--- src/rtl/rom_seq_ctrl.sv ---
// Program-ROM sequencer: owns the ROM address, absorbs read latency and strobes each word out.
// Optional ping-pong addressing when ROM_SEQ_BOUNCE_EN is defined; default build wraps LAST->FIRST.
module rom_seq_ctrl #(
  parameter int unsigned ADDR_W  = 4,
  parameter int unsigned DATA_W  = 16,
  parameter int unsigned ROM_LAT = 2,
  parameter int unsigned FIRST   = 0,
  parameter int unsigned LAST    = 2**ADDR_W - 1
) (
  input  logic              clk,
  input  logic              rst,
  input  logic              tick,
  input  logic              run,
  input  logic              step,
  input  logic              rewind,
  output logic [ADDR_W-1:0] rom_addr,
  input  logic [DATA_W-1:0] rom_q,
  output logic [ADDR_W-1:0] pc,
  output logic [DATA_W-1:0] disp_data,
  output logic              disp_valid,
  output logic              busy
);

  localparam logic [ADDR_W-1:0] FirstAddr = ADDR_W'(FIRST);
  localparam logic [ADDR_W-1:0] LastAddr  = ADDR_W'(LAST);
  localparam logic [2:0]        LatCnt    = 3'(ROM_LAT);

  typedef enum logic [0:0] {StFetch, StShow} state_e;

  state_e              state_q, state_d;
  logic [2:0]          cnt_q, cnt_d;
  logic [ADDR_W-1:0]   pc_q, pc_d;
  logic [DATA_W-1:0]   disp_data_q, disp_data_d;
  logic                disp_valid_q, disp_valid_d;
  logic                busy_q, busy_d;
  logic                advance;
  logic                fetch_done;
  logic [ADDR_W-1:0]   next_pc;

`ifdef ROM_SEQ_BOUNCE_EN
  logic dir_up_q, dir_up_d, next_dir_up;

  always_comb begin
    next_pc     = pc_q;
    next_dir_up = dir_up_q;
    if (FirstAddr == LastAddr) begin
      next_pc = FirstAddr;
    end else if (dir_up_q) begin
      if (pc_q == LastAddr) begin
        next_pc     = LastAddr - 1'b1;
        next_dir_up = 1'b0;
      end else begin
        next_pc = pc_q + 1'b1;
      end
    end else begin
      if (pc_q == FirstAddr) begin
        next_pc     = FirstAddr + 1'b1;
        next_dir_up = 1'b1;
      end else begin
        next_pc = pc_q - 1'b1;
      end
    end
  end
`else
  assign next_pc = (pc_q == LastAddr) ? FirstAddr : pc_q + 1'b1;
`endif

  // Strobes arriving while a fetch is outstanding are dropped, never queued.
  assign advance    = (state_q == StShow) && (run ? tick : step);
  assign fetch_done = (state_q == StFetch) && ((cnt_q + 3'd1) == LatCnt);

  always_comb begin
    state_d      = state_q;
    cnt_d        = cnt_q;
    pc_d         = pc_q;
    disp_data_d  = disp_data_q;
    disp_valid_d = 1'b0;
`ifdef ROM_SEQ_BOUNCE_EN
    dir_up_d     = dir_up_q;
`endif
    if (rewind) begin
      // Aborts any outstanding fetch; the abandoned word is never shown.
      state_d = StFetch;
      cnt_d   = 3'd0;
      pc_d    = FirstAddr;
`ifdef ROM_SEQ_BOUNCE_EN
      dir_up_d = 1'b1;
`endif
    end else if (state_q == StFetch) begin
      if (fetch_done) begin
        state_d      = StShow;
        cnt_d        = 3'd0;
        disp_data_d  = rom_q;
        disp_valid_d = 1'b1;
      end else begin
        cnt_d = cnt_q + 3'd1;
      end
    end else if (advance) begin
      state_d = StFetch;
      cnt_d   = 3'd0;
      pc_d    = next_pc;
`ifdef ROM_SEQ_BOUNCE_EN
      dir_up_d = next_dir_up;
`endif
    end
    busy_d = (state_d == StFetch);
  end

  always_ff @(posedge clk) begin
    if (rst) begin
      state_q      <= StFetch;
      cnt_q        <= 3'd0;
      pc_q         <= FirstAddr;
      disp_data_q  <= '0;
      disp_valid_q <= 1'b0;
      busy_q       <= 1'b0;
`ifdef ROM_SEQ_BOUNCE_EN
      dir_up_q     <= 1'b1;
`endif
    end else begin
      state_q      <= state_d;
      cnt_q        <= cnt_d;
      pc_q         <= pc_d;
      disp_data_q  <= disp_data_d;
      disp_valid_q <= disp_valid_d;
      busy_q       <= busy_d;
`ifdef ROM_SEQ_BOUNCE_EN
      dir_up_q     <= dir_up_d;
`endif
    end
  end

  assign rom_addr   = pc_q;
  assign pc         = pc_q;
  assign disp_data  = disp_data_q;
  assign disp_valid = disp_valid_q;
  assign busy       = busy_q;

endmodule

--- config.mk ---
export PLATFORM = sky130hd
export DESIGN_NAME = rom_seq_ctrl
export DESIGN_NICKNAME = d
export VERILOG_FILES = /design/src/rtl/rom_seq_ctrl.sv
export SDC_FILE = /design/constraint.sdc
export NUM_CORES = 1
export LEC_CHECK = 0
export BUFFER_PORTS_ARGS = -buffer_cell sky130_fd_sc_hd__buf_2
export CAP_MARGIN = 20
export CELL_PAD_IN_SITES_DETAIL_PLACEMENT = 1
export CELL_PAD_IN_SITES_GLOBAL_PLACEMENT = 1
export CORE_AREA = 2 2 63 65
export DETAILED_ROUTE_END_ITERATION = 10
export DIE_AREA = 0 0 65 67
export GPL_ROUTABILITY_DRIVEN = 0
export GPL_TIMING_DRIVEN = 0
export PLACE_DENSITY = 0.77
export SYNTH_ARGS = -nofsm -noshare
export SYNTH_HDL_FRONTEND = slang
export SYNTH_SLANG_ARGS = --single-unit
--- constraint.sdc ---
create_clock -name clk -period 1.8 [get_ports clk]
set_input_delay 0.27 -clock clk [delete_from_list [all_inputs] [get_ports clk]]
set_output_delay 0.27 -clock clk [all_outputs]
set_load 0.1 [all_outputs]
==> flow_metrics.env <==
export IMPL_clk_latency_ps=260
export IMPL_hold_start="rom_q[10]"
export IMPL_fin_skew_ps=2.79
export IMPL_yosys_area_share_simple=0.240
export IMPL_ant_nets=0
export IMPL_place_hpwl_um=2350
export IMPL_syn_num_nets=153
export IMPL_power_share_switching=0.302
export IMPL_status="completed"
export IMPL_die_x_um=65
export IMPL_cts_htree_levels=1
export IMPL_layout_setup_ws_ps=199
export IMPL_rows=22
export IMPL_drive_gt1_frac=0.360
export IMPL_synth_cell_types=32
export IMPL_cts_buffers=3
export IMPL_synthFlopType="dfxtp_1"
export IMPL_synthTopCellsByArea="dfxtp_1 42%, nand2b_1 16%, mux2i_1 14%"
export IMPL_syn_area_um2=1250
export IMPL_worstSetupPathType="flip-flop to flip-flop"
export IMPL_die_h_um=67
export IMPL_dr_pass1_iters=4
export IMPL_p_sw_mw=0.352
export IMPL_drt_total_wl_um=3000
export IMPL_yosysWarnings=0
export IMPL_grt_max_degree=14
export IMPL_slew_headroom=0.648
export IMPL_crit_slowest_cell="dfxtp_1"
export IMPL_die_area_um2=4360
export IMPL_start_util=0.346
export IMPL_drc=0
export IMPL_ir_drop_v=0.000270
export IMPL_worstSetupStartpointType="flip-flop"
export IMPL_grt_ovfl_total=0
export IMPL_synth_top_family_by_area="simple AND/OR/NAND/NOR gates"
export IMPL_ioPinCount=48
export IMPL_power_density_nw_per_um2=734
export IMPL_yosys_area_share_adder=0.0301
export IMPL_cp_end_kind="flip-flop"
export IMPL_synth_seq_cells=26
export IMPL_post_route_period_util=0.890
export IMPL_nets=205
export IMPL_cts_setup_buffers=0
export IMPL_worst_setup_hold_path_clk_slew_ps=90
export IMPL_clock_sinks=26
export IMPL_synth_area_mux_share=0.145
export IMPL_route_detailed_wl_per_inst_um=13.3
export IMPL_multi_input_comb_area_um2=631
export IMPL_area_growth_pct=27.2
export IMPL_grt_pass1_vias=1103
export IMPL_yosys_area_top_type="dfxtp_1"
export IMPL_dp_slack_ps=221
export IMPL_r2r_slack_ps=200
export IMPL_grt_pass1_wl_um=4990
export IMPL_grt_antenna_before_repair=0
export IMPL_setup_viol=0
export IMPL_routed_via_count=1062
export IMPL_rsz0062_at_grt="no"
export IMPL_finalHoldViolations=0
export IMPL_fillers=446
export IMPL_max_stage_delay_ps=350
export IMPL_port_buffers=47
export IMPL_diodes=0
export IMPL_cts_root_buffer="clkbuf_8"
export IMPL_critPathBufInv=2
export IMPL_r2r_start="cnt_q[0]"
export IMPL_r2r_end="disp_data[12]"
export IMPL_viasPerCell=4.70
export IMPL_hp_class="input port to flip-flop"
export IMPL_synth_edff_count=0
export IMPL_synth_xor_area_share=0.00702
export IMPL_grt_usage=0.148
export IMPL_synth_compound_area_frac=0.0832
export IMPL_min_period_ps=1600
export IMPL_drt_iter0_drc=23
export IMPL_pwr_share_comb=0.205
export IMPL_design_power_total_mw=1.16
export IMPL_syn_avg_cell_area_um2=9.75
export IMPL_power_frac_seq=0.517
export IMPL_ctsResizeCount=0
export IMPL_syn_inst=128
export IMPL_async_reset_ff_frac=0
export IMPL_path_cells="ha_1 > xnor2_1 > and3_1 > buf_6 > buf_12 > mux2i_1"
export IMPL_critPathTopFamily="flip-flops"
export IMPL_worstPathRequired_ps=2000
export IMPL_max_freq_mhz=625
export IMPL_hold_end="disp_data[10]"
export IMPL_yosys_area_top_type_share=0.417
export IMPL_leakagePower_nw=0.695
export IMPL_seq_area_um2=523
export IMPL_drv_slew=0
export IMPL_arrival_ps=1800
export IMPL_cts_path_max_buffers=2
export IMPL_mostFrequentLayoutCells="48 x buf_2, 32 x nand2b_1, 24 x dfxtp_1"
export IMPL_ctsHoldBuffers=0
export IMPL_layout_commonest_cell="buf_2"
export IMPL_worst_pin_slew_ps=513
export IMPL_p_clk_frac=0.279
export IMPL_cts_tree="done"
export IMPL_hold_depth=3
export IMPL_setup_tns_ps=0
export IMPL_yosysSeqAreaShare=0.417
export IMPL_r2r_cells=6
export IMPL_p_int_mw=0.813
export IMPL_cap_violations=0
export IMPL_worstPathMaxFanout=10
export IMPL_core_area_um2=3610
-- synth_stat cells, types with 2 or more instances --
master,instances
nand2_1,3
nand2b_1,32
nand3_1,2
dfxtp_1,26
clkbuf_1,3
ha_1,3
buf_4,5
a21oi_1,8
o21ai_0,3
mux2i_1,17
nor2_1,4
inv_1,2
-- per-layer routing --
metal  part of all wire  wire length, um  up-vias  global-route usage
met3              0.053              159        0              0.0304
li1                   -                -      526                   -
met2               0.52             1550       31               0.286
met4                  0                0        0              0.0319
met1               0.43             1290      505               0.164
met5                  0                0        -                   0
-- worst register-to-register path: cells and delay by family (launching register included) --
kind / cells / cell delay (ps)
xor gates and xnor gates: 1 / 220
adders and majority gates: 1 / 250
buffers and inverters: 2 / 310
DFF: 1 / 350
muxes: 1 / 190
and+or+nand+nor: 1 / 210
-- metrics by stage --
stage                      util  hold slack (ps)  std cells  cell area, um2
final                     0.440              255        226            1590
after global routing      0.440              262        226            1590
after CTS                 0.440              255        226            1590
after detailed placement  0.429              466        223            1550
after global placement    0.429              456        223            1550
after floorplan               -              425        128            1250
-- how the worst max path moves through the flow --
stage          cells past startpoint     start       endpoint
2_1_floorplan                      1     pc[2]    rom_addr[2]
5_1_grt                            6  cnt_q[0]  disp_data[13]
6_report                           6  cnt_q[0]  disp_data[12]
4_1_cts                            6  cnt_q[0]  disp_data[13]
3_3_place_gp                       6  cnt_q[0]  disp_data[11]
3_5_place_dp                       6  cnt_q[0]  disp_data[13]
-- cell type report --
| class | count | share of cell area |
|---|---|---|
| buffer | 11 | 0.0536 |
| clock buffer | 3 | 0.0260 |
| inverter | 3 | 0.00710 |
| multi-input combinational | 88 | 0.397 |
| sequential | 26 | 0.330 |
| tap | 48 | 0.0379 |
| timing repair buffer | 47 | 0.148 |
-- cells by family after synthesis --
kind of cell             after synthesis
buffers and inverters                 14
multiplexers                          18
XOR/XNOR                               1
adder cells (fa/ha/maj)                3
AND/OR/NAND/NOR                       49
AO/OA/AOI/OAI                         17
flip-flops                            26
-- power groups by stage --
stage,logic [mW],registers (mW),clock network [mW]
after floorplan,0.0770,0.718,0
final,0.238,0.602,0.324
after CTS,0.241,0.602,0.338
after detailed placement,0.241,0.615,0
after global routing,0.254,0.604,0.361
after global placement,0.233,0.614,0
-- state kept, by name, indices dropped and copies added (netlist names) --
signal / flops
pc: 4
cnt_q: 3
disp_valid: 1
state_q: 1
busy: 1
disp_data: 16
(Power assumes the default switching activity.)
